[src/rtl/data_memory_arbiter_pkg.sv]
// Shared types and constants for the two-port data memory arbiter.
package data_memory_arbiter_pkg;

  localparam int unsigned NUM_PORTS = 2;

  typedef enum logic [1:0] {
    IDLE,
    ACCESS,
    RESP
  } state_t;

endpackage

[src/rtl/rr_picker2.sv]
// Two-way round-robin picker: a lone requester wins, ties go to the pointed port.
module rr_picker2
  import data_memory_arbiter_pkg::*;
(
  input  logic [NUM_PORTS-1:0] req,
  input  logic                 pointer,
  output logic [NUM_PORTS-1:0] grant
);

  always_comb begin
    grant    = '0;
    grant[0] = req[0] & (~req[1] | ~pointer);
    grant[1] = req[1] & (~req[0] | pointer);
  end

endmodule

[src/rtl/data_memory_arbiter.sv]
// Arbitrates a CPU port and a DMA port onto one 8-byte-wide data memory,
// one access per IDLE/ACCESS/RESP sequence with range checking.
module data_memory_arbiter
  import data_memory_arbiter_pkg::*;
#(
  parameter int unsigned SIZE  = 256,
  parameter int unsigned WIDTH = 64
) (
  input  logic             clock,
  input  logic             reset,
  input  logic             req0,
  input  logic             req1,
  input  logic             we0,
  input  logic             we1,
  input  logic [WIDTH-1:0] addr0,
  input  logic [WIDTH-1:0] addr1,
  input  logic [WIDTH-1:0] wdata0,
  input  logic [WIDTH-1:0] wdata1,
  output logic             ack0,
  output logic             ack1,
  output logic             err0,
  output logic             err1,
  output logic [WIDTH-1:0] rdata0,
  output logic [WIDTH-1:0] rdata1,
  output logic             mem_read,
  output logic             mem_write,
  output logic [WIDTH-1:0] mem_address,
  output logic [WIDTH-1:0] mem_wdata,
  input  logic [WIDTH-1:0] mem_rdata
);

  state_t                 state_q, state_d;
  logic                   ptr_q, ptr_d;
  logic                   lat_we_q, lat_we_d;
  logic                   lat_port_q, lat_port_d;
  logic [WIDTH-1:0]       lat_addr_q, lat_addr_d;
  logic [WIDTH-1:0]       lat_wdata_q, lat_wdata_d;
  logic [WIDTH-1:0]       rdata0_q, rdata1_q;
  logic [NUM_PORTS-1:0]   grant;
  logic                   in_range;

  rr_picker2 u_picker (
    .req     ({req1, req0}),
    .pointer (ptr_q),
    .grant   (grant)
  );

  // One extra bit so the +7 end-of-access address never wraps.
  assign in_range = ({1'b0, lat_addr_q} + (WIDTH+1)'(7)) <= (WIDTH+1)'(SIZE - 1);

  always_comb begin
    state_d     = state_q;
    ptr_d       = ptr_q;
    lat_we_d    = lat_we_q;
    lat_port_d  = lat_port_q;
    lat_addr_d  = lat_addr_q;
    lat_wdata_d = lat_wdata_q;
    unique case (state_q)
      IDLE: begin
        if (req0 | req1) begin
          state_d     = ACCESS;
          lat_port_d  = grant[1];
          lat_we_d    = grant[1] ? we1 : we0;
          lat_addr_d  = grant[1] ? addr1 : addr0;
          lat_wdata_d = grant[1] ? wdata1 : wdata0;
          ptr_d       = ~grant[1];
        end
      end
      ACCESS:  state_d = RESP;
      RESP:    state_d = IDLE;
      default: state_d = IDLE;
    endcase
  end

  always_ff @(posedge clock) begin
    if (reset) begin
      state_q     <= IDLE;
      ptr_q       <= 1'b0;
      lat_we_q    <= 1'b0;
      lat_port_q  <= 1'b0;
      lat_addr_q  <= '0;
      lat_wdata_q <= '0;
      rdata0_q    <= '0;
      rdata1_q    <= '0;
    end else begin
      state_q     <= state_d;
      ptr_q       <= ptr_d;
      lat_we_q    <= lat_we_d;
      lat_port_q  <= lat_port_d;
      lat_addr_q  <= lat_addr_d;
      lat_wdata_q <= lat_wdata_d;
      if (state_q == ACCESS && !lat_we_q && in_range) begin
        if (lat_port_q) rdata1_q <= mem_rdata;
        else            rdata0_q <= mem_rdata;
      end
    end
  end

  // Reset during RESP drops the ack; the requester re-issues.
  always_comb begin
    mem_read    = 1'b0;
    mem_write   = 1'b0;
    mem_address = '0;
    mem_wdata   = '0;
    ack0        = 1'b0;
    ack1        = 1'b0;
    err0        = 1'b0;
    err1        = 1'b0;
    if (state_q == ACCESS) begin
      mem_address = lat_addr_q;
      mem_wdata   = lat_wdata_q;
      mem_write   = lat_we_q & in_range & ~reset;
      mem_read    = ~lat_we_q & in_range;
    end
    if (state_q == RESP && !reset) begin
      ack0 = ~lat_port_q;
      ack1 = lat_port_q;
      err0 = ~lat_port_q & ~in_range;
      err1 = lat_port_q & ~in_range;
    end
  end

  assign rdata0 = rdata0_q;
  assign rdata1 = rdata1_q;

endmodule

[config.mk]
export PLATFORM = sky130hd
export DESIGN_NAME = data_memory_arbiter
export DESIGN_NICKNAME = d
export VERILOG_FILES = /design/src/rtl/data_memory_arbiter_pkg.sv /design/src/rtl/rr_picker2.sv /design/src/rtl/data_memory_arbiter.sv
export SDC_FILE = /design/constraint.sdc
export NUM_CORES = 1
export LEC_CHECK = 0
export ABC_AREA = 1
export CAP_MARGIN = 5
export CORE_AREA = 4 4 229 231
export DETAILED_ROUTE_END_ITERATION = 8
export DIE_AREA = 0 0 233 235
export PLACE_DENSITY = 0.59
export SYNTH_ARGS = -nofsm -noshare
export SYNTH_HDL_FRONTEND = slang
export SYNTH_SLANG_ARGS = --single-unit
[constraint.sdc]
create_clock -name clock -period 3.19 [get_ports clock]
set_clock_uncertainty 0.2 [all_clocks]
set_input_delay 0.638 -clock clock [delete_from_list [all_inputs] [get_ports clock]]
set_output_delay 0.638 -clock clock [all_outputs]
set_load 0.01 [all_outputs]
======== Word level (Yosys, flattened, before mapping) ========
Cells that the tools add are included.
storage, ports and cells
  bits in registers ....................... 261
  input bits .............................. 326
  output and inout bits ................... 262
  logic and storage cells ................. 49
operators by class
  add/sub/neg operators ................... 1
  $lt $le $gt $ge ......................... 1
  equal/unequal tests ..................... 3
  mux-type cells .......................... 13
  bitwise operators ....................... 14
  reductions and logical operators ........ 9
operators with widths
  kind                                                  count
  2-to-1 mux 64 bit                                     4
  adder 64 x 3 -> 65 bit, second input constant         1
  <= comparator 65 x 8 -> 1 bit, second input constant  1
  2-to-1 mux 1 bit                                      7
  AND 1 bit                                             6
  NOT 1 bit                                             6
  AND reduction 2 bit                                   3
  case mux 2 bit (2 select lines)                       1
  logical AND 1 bit                                     3
  == test 2 x 1 -> 1 bit, second input constant         1
  == test 2 bit, second input constant                  1
  zero test 1 bit                                       2
  zero test 2 bit                                       1
  2-to-1 mux 2 bit                                      1
  != test 2 bit, second input constant                  1
  bitwise OR 1 bit                                      2

======== Depth between registers and ports, before layout ========
Gate-level depths: netlist (run 1).
  depth in word-level cells ............... 5
  depth in mapped cells ................... 23
  mapped depth without buffers ............ 21

======== Modules after synthesis ========
From an unflattened synthesis (run 1), not the netlist that was laid out.
unflattened totals
  cells, all modules ...................... 2357
  area, all modules ....................... 13843.3 um2
by module, submodules not included
  module               instances  cells each  area each (um2)  seq. area each (um2)
  data_memory_arbiter  1          2352        13823.3          5225.0
  rr_picker2           1          5           20.0             0.0

======== Worst setup path after synthesis (run 1) ========
Ideal clock, no wire load.
  path type ............................... register -> output
  from .................................... register lat_addr_q[0]
  to ...................................... output mem_read
  arrival ................................. 2192 ps
  required time ........................... 2352 ps
  path slack .............................. 160 ps
  stages on the path, launching flop included .. 20
  path buffers ............................ 0
  cell sequence ........................... dfxtp_1 inv_1 ha_1 inv_1 nor2_1 nor2_4 nand2_2 nor2_4 nand2_2 nor2_2 nand2_1 nand2_1 nand2_1 nor2_1 nand2_1 inv_2 nand2_1 nor2_2 nand2_1 nor3_1
between the ends
  longest elaborated chain between the ends .. 4
RTL lines
  what                           line                        text
  from (decl)                    data_memory_arbiter.sv:36   logic [WIDTH-1:0] lat_addr_q, lat_addr_d;
  from (signal assigned)         data_memory_arbiter.sv:90   lat_addr_q <= lat_addr_d;
  adder 64 x 3 -> 65 bit         data_memory_arbiter.sv:49   assign in_range = ({1'b0, lat_addr_q} + (WIDTH+1)'(7)) <= (WIDTH+1)'(SIZE - 1);
  <= comparator 65 x 8 -> 1 bit  data_memory_arbiter.sv:49
  AND 1 bit                      data_memory_arbiter.sv:113  mem_read = ~lat_we_q & in_range;
  2-to-1 mux 1 bit               data_memory_arbiter.sv:109  if (state_q == ACCESS) begin
  to (decl)                      data_memory_arbiter.sv:25   output logic mem_read,
No other way between the ends.

======== Worst setup path in the final report (run 1) ========
  from .................................... register lat_addr_q[7]
  to ...................................... output mem_read
The elaborated chain is that of the path after synthesis.

==> results of run 1 <==
synthesized netlist by cell type, drive strengths merged:
cell    instances
nand2         901
nor2          554
inv           416
dfxtp         261
a22oi         116
clkbuf         85
nand3          63
buf            29
nand4          23
o21ai          17
nor3           12
o211ai         12
xor2            7
and2            3
nand3b          3
a211oi          2
a21oi           1
clkinv          1
ha              1
nor3b           1
nor4            1
or2             1
per-layer routing:
layer / vias up / GRT usage (%) / part of all wire, %
met2: 672 / 44.22 / 49
met4: 4 / 12.39 / 4.5
met3: 174 / 5.305 / 6.4
met5: - / 0 / 0.034
met1: 8564 / 32.08 / 40
li1: 9209 / - / -
metrics by stage:
stage	util [%]	power (W)	TNS, ns	area (um^2)	setup slack, ns
final	51.46	0.009841	-61.98	25760	-0.6631
after detailed placement	46.09	0.005689	-32.13	23080	-0.8647
after global placement	46.09	0.005688	-24.37	23080	-0.8146
after floorplan	-	0.004431	0	14580	0.1599
after CTS	50.17	0.009912	-72.10	25120	-0.6894
after global routing	51.46	0.01028	-92.34	25760	-0.8596
cell type report:
class / count / area share, %
clock buffer: 51 / 4.026
inverter: 417 / 6.143
clock inverter: 12 / 0.6119
antenna: 16 / 0.1554
timing repair buffer: 919 / 35.36
tap: 672 / 3.264
sequential: 261 / 20.38
multi-input combinational: 1720 / 30.06
power groups by stage:
stage | clock [W] | sequential (W) | combinational [W]
detailed placement | 0 | 0.00362 | 0.00207
floorplan | 0 | 0.00359 | 0.000840
global placement | 0 | 0.00362 | 0.00207
global route | 0.00435 | 0.00358 | 0.00234
CTS | 0.00424 | 0.00356 | 0.00211
finish | 0.00413 | 0.00356 | 0.00215
worst paths after layout:
kind / cells after the start / slack, ns / to / start
max: 14 / -0.66 / mem_read / lat_addr_q[7]$_SDFFE_PP0P_
min: 2 / 0.27 / ptr_q$_SDFFE_PP0P_ / ptr_q$_SDFFE_PP0P_
max reg2reg: 23 / -0.58 / rdata1[31]$_SDFFE_PP0P_ / lat_addr_q[7]$_SDFFE_PP0P_
min reg2reg: 2 / 0.27 / ptr_q$_SDFFE_PP0P_ / ptr_q$_SDFFE_PP0P_
timing repair:
| item | in CTS | in global routing |
|---|---|---|
| gates cloned | 11 | 7 |
| pin swaps | 29 | 44 |
| gates resized for setup | 136 | 121 |
| setup buffers | 21 | 24 |
| setup endpoints to repair | 138 | 235 |
state kept, by name (all words and copies together) (netlist names):
name         count
lat_addr_q      64
lat_wdata_q     64
rdata0          64
rdata1          64
state_q          2
lat_port_q       1
lat_we_q         1
ptr_q            1
tightest hold or removal path, cell delays in order, from the launching register on:
cell and delay, ns:
dfxtp_1 0.29, inv_1 0.06, a211oi_1 0.07
kinds of logic (layout without fill, tap and decap cells):
| family | after synthesis | after routing | synth area share (%) |
|---|---|---|---|
| and+or+nand+nor | 1562 | 1564 | 42.09 |
| buffers and inverters | 531 | 1399 | 14.27 |
| DFF | 261 | 261 | 35.83 |
| AOI/OAI and AO/OA | 148 | 148 | 7.310 |
| xor gates and xnor gates | 7 | 7 | 0.4204 |
| adders and majority gates | 1 | 1 | 0.08578 |
| other | 0 | 16 | 0 |
==> impl.org, run 1 <==
** Detailed routing
- Aggregate routed wire length :: 75690 um
- Summing over every cut layer, the via total after detailed routing is 18620.
- After detailed routing, the number of remaining DRC violations is 0.
- Before antenna repair, the detailed router went through 6 iterations.
- In the routed layout, each cell is associated on average with a via count of 4.578.
- Post-detailed-route count of antenna-violating nets :: 0
- After detailed routing, the average wire length per cell comes to 18.61 um.
- Number of DRC markers in iteration 0 :: 1291

** Global routing
- Pin count of the biggest net entering global routing :: 165
- The via count of the first global-routing pass came to between 15000 and 20000.
- The initial antenna violation count was 19.
- After global routing the overflow that remains totals 0.
- Global-route wire length before repair :: between 100000 and 150000 um
- For this run, the total global-route usage over all layers was measured as roughly a quarter.

** Layout
- Total area of multi-input combinational cells :: 7745 um^2
- Leading cell type in the layout, fill and taps excluded :: nand2_1
- Net count reported at finish :: about 3700
- The top cell types in the final layout, fill and taps aside, are nand2_1 (876), clkdlybuf4s50_1 (550), nor2_1 (470).
- Area added between synthesis and finish :: 76.66%
- Summing all flip-flop and latch instances after layout gives 5250 um^2.
- In the final layout, the share of cells above drive strength 1 is between 15 and 20%.
- The filler cells instantiated in the layout total 5077.
- Number of standard cells in the final layout excluding fillers :: 4068

** Pwr
- Total leakage power :: 12.97 nW
- In this run, flip-flops and latches consume 36.2% of the power.
- Dividing total power by cell area gives a power density of ~380 nW/um^2.
- The internal portion of the total power is 0.006971 W.
- Combinational cells account for a little over a fifth of the total power.
- Worst supply voltage drop on vdd :: about 0.31 mV
- The clock network accounts for 42.0% of the total power.
- Net switching is 29.16% of the power.
- Switching power total :: 0.002870 W

** Setup path
- The worst setup path is launched from a flip-flop.
- STA puts the critical path data arrival time at around 3.0 ns.
- Cell chain of the critical path :: nand2_1, nor2_1, nand2_1, nor2_2, nand2_1, xor2_2, nand3_1, nor2_1, nand3_2, nor2_4, buf_6, nand2_8, nor3_4, buf_2
- In this design, the stage delay of the slowest critical-path cell is roughly 0.38 ns.
- Maximum fanout encountered on the critical timing path :: 3
- Critical path required time :: 2.35 ns
- Cell seen most often among critical-path stages :: nand2_1
- The worst setup path is captured at an output port.
- The critical path in this run is classified as reg2out.
- The number of buffers and inverters on the critical path is 2.
- Broken down by cell family, the worst path's largest delay share belongs to simple AND/OR/NAND/NOR gates.
- On the critical path, the stage with the largest delay is an instance of dfxtp_1.

** Timing
- Timing would allow up to around 260 MHz.
- Of the available clock period, the critical path in the final layout requires 120.8%.
- Number of failing hold endpoints at the final stage :: 0
- After layout, the worst setup slack is -0.6631 ns.
- The worst pin sits at a relative slew slack of 32.81%.
- Hold is met by 0.2685 ns.
- Least-Margin Pin Slew :: between 1 and 1.5 ns
- Setup violations remaining at the end of the flow were counted as 132.
- Counting I/O delays and the setup requirement, the final critical path takes about 3.9 ns.
- Setup repair after global routing could not meet its margin everywhere.
- The number of pins exceeding their max-slew limit in the final report was 0.

** Die
- Row generation in the floorplan step produced 82 rows.
- The floorplan step defined a die boundary enclosing 54760 um^2.
- Core area :: 50070 um^2
- For this configuration, the core starts out at a cell density of 29.13%.
- Die span in x :: 233 um
- 588 I/O pins were placed.
- The die is 235 um tall.

** Placement
- Placed cell count :: 3933
- Detailed placement ended at an HPWL of 57860 um.
- The count of buffers added on input and output ports is 587.
- Final GP Congestion :: 0.9457

** Yosys
- When the netlist entered floorplanning its net count stood at roughly 2800.
- Share of the synthesized area in the top cell type :: a little over a third
- Number of different library cells in the post-synthesis netlist :: 31
- Synthesis produced a netlist whose cell count is 2510.
- Counting flops and latches in the post-synthesis netlist gives 261.
- For this run, the number of Yosys warnings is 0.
- Each instance of the synthesized netlist takes up on average 5.810 um^2.
- Most area-hungry cell type in the Yosys netlist :: dfxtp_1
- Cell types occupying the most area after synthesis :: dfxtp_1 (36%), nand2_1 (23%), nor2_1 (14%)
- Sequential elements use a little over a third of the synthesized area.
- Area of the mapped netlist :: 14580 um^2

** Clock network
- Counting every sink on the clock net gives roughly 260.
- In this run the clock root is driven by a clkbuf_16.
- CTS tree :: done
- After clock tree synthesis, the clock-pin slew on the worst setup and hold paths is 0.06 ns.
- Max H-tree Level :: 2
- Hold buffer count at cts :: 0
- Number of clock buffers inserted by TritonCTS :: 35
- Clock Path Buffers :: 3
- Insertion delay to the later sink of the worst-skew pair :: 0.55 ns

** Outcome
- Violations in the final reports :: setup timing
- Outcome :: complete, but fails checks

** Run
- Max-cap violations :: 0

** Min path
- HP Class :: reg2reg
Note: power is estimated with default switching activity, not from simulation.
==> run 2, diff against run 1 <==
--- a/config.mk
+++ b/config.mk
@@ -10,7 +10,8 @@
 export CORE_AREA = 4 4 229 231
 export DETAILED_ROUTE_END_ITERATION = 8
 export DIE_AREA = 0 0 233 235
-export PLACE_DENSITY = 0.59
+export HOLD_SLACK_MARGIN = 0.08
+export RECOVER_POWER = 50
 export SYNTH_ARGS = -nofsm -noshare
 export SYNTH_HDL_FRONTEND = slang
 export SYNTH_SLANG_ARGS = --single-unit
==> run 2 against run 1 <==
Compared with the run above:
- sequential power is essentially flat
- utilization shrank 0.44 points
- sequential cell count is the same
- the flow still finishes with violations (setup timing)
- largest cell class unchanged
- non-clock buffer count shrank 36
==> impl.org, run 2 (synthesized netlist as in run 1, its figures left out) <==
** Outcome
- The run finished, with violations left.
- The final reports fail on setup timing.

** Placement
- The HPWL reported at the end of detailed placement came to 56320 um (-2.7%).
- IO buf count :: 587 (unchanged)
- The pre-CTS setup slack was -0.8046 ns (+0.06004 ns).
- Final GP Congestion :: 0.9415 (-0.44%)

** Layout
- Area added between synthesis and finish :: 75.13%
- Final-layout fill cell count :: 5193 (+2.3%)
- Most used cells in the layout excluding fill and tap cells :: nand2_1 (864), clkdlybuf4s50_1 (552), nor2_1 (456)
- Leaving out fill and tap cells, the most frequent cell in the layout is nand2_1.
- The net total in the final layout was 3645 (-0.98%).
- Fraction of layout cells with a size suffix above 1 :: 16.81% (+0.66 points)

** Timing
- Period utilisation layout :: 116.5% (-4.3 points)
- Period minus WS final :: 3.715 ns (-0.1378 ns)
- Setup repair after global routing could not meet its margin everywhere.
- The maximum operating frequency came to 269.2 MHz (+3.7%).
- The worst-case setup margin in the final layout came to -0.5252 ns (+0.1378 ns).
- The final worst hold slack came to 0.2758 ns (+0.007326 ns).
- The headroom to the max-slew limit is 45.99% (+13 points).
- Final-report max-slew violation count :: 0 (unchanged)
- The measured slew at the worst slew-check pin came to 0.8101 ns (-0.1977 ns).
- The sum of negative setup slack was -11.77 ns (+50.21 ns).
- The final number of hold-violating endpoints came to 0 (unchanged).
- The total of endpoints with negative setup slack in the final report was 86 (-35%).

** Setup path
- The worst register-to-register path begins at lat_addr_q[5]$_SDFFE_PP0P_.
- Crit start category :: flip-flop
- Critical path start-end classification :: reg2out
- Tracing the worst setup path back leads to its startpoint at lat_addr_q[5]$_SDFFE_PP0P_.
- STA classifies the critical path endpoint as an output port.
- The largest fanout of any net on the critical path was 4 (+1).
- Critical path required time :: 2.35 ns (about the same)
- Worst endpoint data arrival time :: 2.88 ns (-0.14 ns)

** Run
- The max capacitance violation total was 0 (unchanged).

** Clock network
- The clock edge transition at the registers on the reported setup and hold paths came to 0.06 ns (about the same).
- Clock Path Buffers :: 3 (unchanged)
- The number of buffers added by the clock tree synthesis step was 34 (-2.9%).
- TritonCTS built the clock tree.
- The number of sinks driven by the clock tree came to 261 (unchanged).
- The maximum level of the CTS H-tree came to 2 (unchanged).
- In this run the clock root is driven by a clkbuf_16.
- The clock latency reported for the late side of the worst-skew pair is 0.55 ns (about the same).

** Detailed routing
- The number of design-rule violations left by the first detailed-router iteration was 1153 (-11%).
- The number of search-and-repair iterations in the first detailed-routing pass was 5 (-1).
- The DRC violation count after routing came to 0 (unchanged).
- The vias after detailed routing came to 18420 (-1.1%).
- Per-cell via count in the routed design :: 4.575 (about the same)
- Aggregate routed wire length :: 74730 um (-1.3%)
- The remaining antenna violation count after routing came to 0 (unchanged).
- The average wire length per cell after detail routing was 18.56 um (-0.24%).

** Die
- The horizontal die dimension is 233 um (unchanged).
- The area of the die was 54760 um^2 (unchanged).
- Initial cell density of the core :: 29.13% (unchanged)
- Count of standard-cell rows :: 82 (unchanged)
- Chip height :: 235 um (unchanged)
- Top-level I/O count :: 588 (unchanged)
- Core area :: 50070 um^2 (unchanged)

** Global routing
- Overall overflow remaining after global route :: 0 (unchanged)
- The met2 routing resource usage after global routing came to 44.19% (about the same).
- The global routing usage summed across all routing layers is 25.12% (-1.2 points).
- Global-route wire length before repair :: 106900 um (-3.8%)
- Vias in the first global route :: 17880 (-3.5%)
- Pin count of the biggest net entering global routing :: 148 (-10%)
- Most used routing layer in global routing :: met2
- The initial antenna violation count came to 14 (-5).
- Routing usage on met1 :: 30.62% (-1.5 points)
- Met3 Resource Use GR :: 4.966% (-0.34 points)

** Min path
- The startpoint identified for the worst hold timing path is ptr_q$_SDFFE_PP0P_.
- HP Class :: reg2reg

** Pwr
- Worst supply voltage drop on vdd :: 0.3007 mV (-4.5%)
- The total power divided by cell area is 382.2 nW/um^2 (about the same).
- Total leakage power :: 12.79 nW (-1.4%)
- Overall power of the completed layout :: 0.009762 W (-0.80%)
run 2: power breakdown:
| part | switching, W | total, W | internal [W] |
|---|---|---|---|
| logic | 0.00109 | 0.00209 | 0.00100 |
| clock network | 0.00157 | 0.00408 | 0.00251 |
| registers | 0.000159 | 0.00359 | 0.00343 |
| total | 0.00282 | 0.00976 | 0.00695 |
run 2: worst paths after layout:
check,endpoint,depth (start not counted),slack [ns]
worst max-delay path,mem_read,17,-0.53
worst min-delay path,ptr_q$_SDFFE_PP0P_,2,0.28
worst max register to register,rdata1[31]$_SDFFE_PP0P_,23,-0.20
worst min register to register,ptr_q$_SDFFE_PP0P_,2,0.28
run 2: worst max-delay path: stages (launching register included):
cell and delay [ns]:
dfxtp_4 0.37, nand2_2 0.08, buf_4 0.14, nor2_4 0.10, nand2_4 0.10, buf_4 0.15, nand2_1 0.07, nand3_2 0.11
nor3_4 0.25, nand3_1 0.10, nand2_1 0.11, nand2_1 0.07, inv_2 0.05, nand2_2 0.06, nor2_4 0.14, nand2_4 0.13
nor3_4 0.16, buf_2 0.16
run 2: through the flow:
step | util [%] | instance area [um^2] | std cells
2_1_floorplan | - | 14580 | 2510
5_1_grt | 51.01 | 25540 | 4025
4_1_cts | 48.88 | 24470 | 3983
3_3_place_gp | 45.71 | 22890 | 3906
6_report | 51.01 | 25540 | 4026
3_5_place_dp | 45.71 | 22890 | 3906
run 2: what timing repair did:
action                                  CTS  global route
gates resized for setup                 128           161
gates cloned                              2            21
hold buffers                              0             0
buffers inserted                         14            13
hold endpoints to repair                  0             0
pin swaps                                29            52
endpoints found under the setup margin  220           224
run 2: routing by layer:
layer / wire length (um) / part of all wire (%)
met1: 30690 / 41
met2: 37440 / 50
met3: 4300 / 5.8
met4: 2259 / 3.0
met5: 39 / 0.052
run 2: area by class of cell:
class	count	area, um^2	share of cell area (%)
clock inverter	13	193.9	0.7593
inverter	417	1580	6.187
timing repair buffer	883	8745	34.24
antenna	11	27.53	0.1078
tap	672	840.8	3.292
clock buffer	48	994.7	3.895
sequential	261	5289	20.71
multi-input combinational	1721	7870	30.81
==> run 3, diff against run 2 <==
--- a/config.mk
+++ b/config.mk
@@ -7,9 +7,10 @@
 export LEC_CHECK = 0
 export ABC_AREA = 1
 export CAP_MARGIN = 5
-export CORE_AREA = 4 4 229 231
+export CORE_AREA = 4 4 227 229
+export CTS_BUF_LIST = sky130_fd_sc_hd__clkbuf_4 sky130_fd_sc_hd__clkbuf_8
 export DETAILED_ROUTE_END_ITERATION = 8
-export DIE_AREA = 0 0 233 235
+export DIE_AREA = 0 0 231 233
 export HOLD_SLACK_MARGIN = 0.08
 export RECOVER_POWER = 50
 export SYNTH_ARGS = -nofsm -noshare
==> run 3 against run 2 <==
Compared with the run above:
- utilization grew 0.32 points
- clock power shrank 4%
- worst setup slack lost 0.14 ns
- critical path depth shrank 1
- highest routed layer unchanged
- the run ends with capacitance limit, slew limit, setup timing left
- global-route usage grew 1.3 points
==> impl.org, run 3 (synthesized netlist as in run 1, its figures left out) <==
** Outcome
- The run finished, with violations left.
- Violations in the final reports :: capacitance limit, slew limit, setup timing

** Setup path
- R2r endpoint :: rdata0[39]$_SDFFE_PP0P_
- In this run the worst setup path terminates at err1.
- Launching point of the worst reg2reg path :: lat_addr_q[16]$_SDFFE_PP0P_
- Critical path start-end classification :: reg2out
- Origin of the worst setup path :: lat_addr_q[16]$_SDFFE_PP0P_
- Maximum fanout encountered on the critical timing path :: 3 (-1)
- Worst endpoint data arrival time :: 3.01 ns (+0.13 ns)
- Critical path required time :: 2.35 ns (about the same)
- Register-to-register setup slack :: -0.33 ns (-0.13 ns)
- R2r worst-path depth :: 21 (-8.7%)
- Crit start category :: flip-flop
- The worst setup path is captured at an output port.

** Die
- DIE AREA :: 53820 um^2 (-1.7%)
- Core area :: 49660 um^2 (-0.82%)
- Initial cell density of the core :: 29.37% (+0.24 points)
- Die span in x :: 231 um (-0.86%)
- The number of rows in the core area is 82 (unchanged).
- Chip height :: 233 um (-0.85%)
- The count of boundary I/O pins came to 588 (unchanged).

** Clock network
- Root buffer selected by CTS :: clkbuf_8
- CTS clock-pin slew for the worst setup and hold paths :: 0.06 ns (about the same)
- The clock latency reported for the late side of the worst-skew pair came to 0.64 ns (+0.09 ns).
- Clk sinks :: 261 (unchanged)
- The maximum level of the CTS H-tree was 2 (unchanged).
- TritonCTS built the clock tree.
- The maximum buffer depth of the clock tree was 3 (unchanged).
- Hold buffer count at cts :: 0 (unchanged)
- Number of clock buffers inserted by TritonCTS :: 49 (+44%)

** Timing
- Slew HR :: -26.72% (-73 points)
- Number of failing hold endpoints at the final stage :: 0 (unchanged)
- The shortest clock period the worst path allows after layout came to 3.851 ns (+0.1354 ns).
- Highest clock rate :: 259.7 MHz (-3.5%)
- The total of endpoints with negative setup slack in the final report came to 203 (+140%).
- Setup repair after global routing missed its margin :: true
- The number of pins exceeding their max-slew limit in the final report came to 75 (+75).
- PnR worst setup slack :: -0.6606 ns (-0.1354 ns)
- The sum of negative setup slack came to -37.04 ns (-25.27 ns).
- The final worst hold slack is 0.2858 ns (+0.009988 ns).
- The post-route fraction of the period consumed by the critical path was 120.7% (+4.2 points).
- The measured slew at the worst slew-check pin was 1.901 ns (+1.091 ns).

** Detailed routing
- The number of design-rule violations left by the first detailed-router iteration came to 1194 (+3.6%).
- The number of search-and-repair iterations in the first detailed-routing pass was 6 (+1).
- Wire per inst :: 18.81 um (+1.3%)
- Aggregate routed wire length :: 76230 um (+2.0%)
- The vias after detailed routing came to 18690 (+1.5%).
- The DRC violation count after routing was 0 (unchanged).
- Per-cell via count in the routed design :: 4.612 (+0.82%)
- The remaining antenna violation count after routing is 0 (unchanged).

** Layout
- Leaving out fill and tap cells, the most frequent cells in the layout are nand2_1 (876), clkdlybuf4s50_1 (461), nor2_1 (458).
- The library cell used most frequently in the layout, excluding fill and tap cells, is nand2_1.
- The post-route non-filler standard cell count came to 4053 (+0.67%).
- Area added between synthesis and finish :: 74.77%
- Fraction of layout cells with a size suffix above 1 :: 16.60% (-0.21 points)
- The fraction of the core area covered by cells at the end of the flow was 51.33% (+0.32 points).
- The number of filler instances in the final layout was 5015 (-3.4%).
- The net total in the final layout came to 3662 (+0.47%).
- The area taken by flip-flops and latches is 5256 um^2 (-0.62%).
- Total area of multi-input combinational cells :: 7714 um^2 (-2.0%)

** Placement
- The HPWL reported at the end of detailed placement came to 56890 um (+1.0%).
- Placed cell count :: 3914 (+0.20%)
- The number of port buffers is 587 (unchanged).
- The global placer's final weighted congestion is 0.9651 (+2.5%).

** Global routing
- The pin count of the biggest net entering global routing is 258 (+74%).
- The via count of the first global-routing pass came to 18170 (+1.6%).
- The global routing usage summed across all routing layers is 26.38% (+1.3 points).
- The initial antenna violation count is 9 (-5).
- The sum of overflow across all layers after global routing was 0 (unchanged).
- The first-pass GRT wire length is 109100 um (+2.1%).

** Pwr
- Total leakage power :: 13.60 nW (+6.3%)
- Overall power of the completed layout :: 0.009592 W (-1.7%)
- Worst supply voltage drop on vdd :: 0.2885 mV (-4.1%)
- Power density of the placed cells :: 376.3 nW/um^2 (-1.5%)

** Min path
- The tightest min-delay check is of the reg2reg type.

** Run
- The max capacitance violation total came to 1 (+1).
run 3: worst min path at each step:
stage,from,end,slack [ns],cells after the start
4_1_cts,ptr_q$_SDFFE_PP0P_,ptr_q$_SDFFE_PP0P_,0.28,2
5_1_grt,ptr_q$_SDFFE_PP0P_,ptr_q$_SDFFE_PP0P_,0.30,2
3_3_place_gp,ptr_q$_SDFFE_PP0P_,ptr_q$_SDFFE_PP0P_,0.25,2
6_report,ptr_q$_SDFFE_PP0P_,ptr_q$_SDFFE_PP0P_,0.29,2
2_1_floorplan,ptr_q$_SDFFE_PP0P_,ptr_q$_SDFFE_PP0P_,0.24,2
3_5_place_dp,ptr_q$_SDFFE_PP0P_,ptr_q$_SDFFE_PP0P_,0.27,2
run 3: report_power, final:
group	internal [W]	total [W]	leakage, nW	switching [W]
combinational	0.00101	0.00211	10.8	0.00111
sequential	0.00343	0.00357	2.13	0.000140
clock	0.00230	0.00391	0.623	0.00160
total	0.00674	0.00959	13.6	0.00285
run 3: area by class of cell:
type | count | share of cell area (%)
inverters | 417 | 6.195
well taps | 672 | 3.299
repair buffers | 887 | 34.91
clock inverters | 9 | 0.5842
diodes | 7 | 0.06873
flip-flops and latches | 261 | 20.62
clock buffers | 81 | 4.055
multi-input cells | 1719 | 30.26
run 3: what timing repair did:
action                     CTS  global route
setup endpoints to repair  235           231
setup buffers               10            12
gates resized for setup    142           148
pin swaps                   26            32
gates cloned                12             9
run 3: through the flow:
| stage | cell area [um^2] | worst slack (ns) |
|---|---|---|
| after detailed placement | 22970 | -0.7335 |
| final | 25490 | -0.6606 |
| after global routing | 25490 | -0.8144 |
| after CTS | 24820 | -0.6910 |
| after floorplan | 14580 | 0.1599 |
| after global placement | 22970 | -0.8722 |
run 3: layer usage:
layer  part of all wire [%]  vias to the layer above  wire, um  track usage [%]
li1                       -                     9154         -                -
met2                     49                      701     37500            45.68
met1                     41                     8670     31180            32.68
met3                    6.2                      165      4763            4.958
met5                  0.035                        -        27                0
met4                    3.6                        4      2760            9.660
run 3: worst max-delay path, stage by stage (launching register included):
cell,delay [ns]
dfxtp_1,0.38
nand2_1,0.16
nor2_2,0.20
nand2_1,0.13
buf_4,0.17
nor3_2,0.20
buf_4,0.15
nand2_1,0.04
nand2_1,0.06
nand3_1,0.07
nor2_2,0.14
nand3_2,0.10
nor2_4,0.16
nand2_4,0.12
inv_4,0.09
nor3_1,0.04
buf_2,0.15
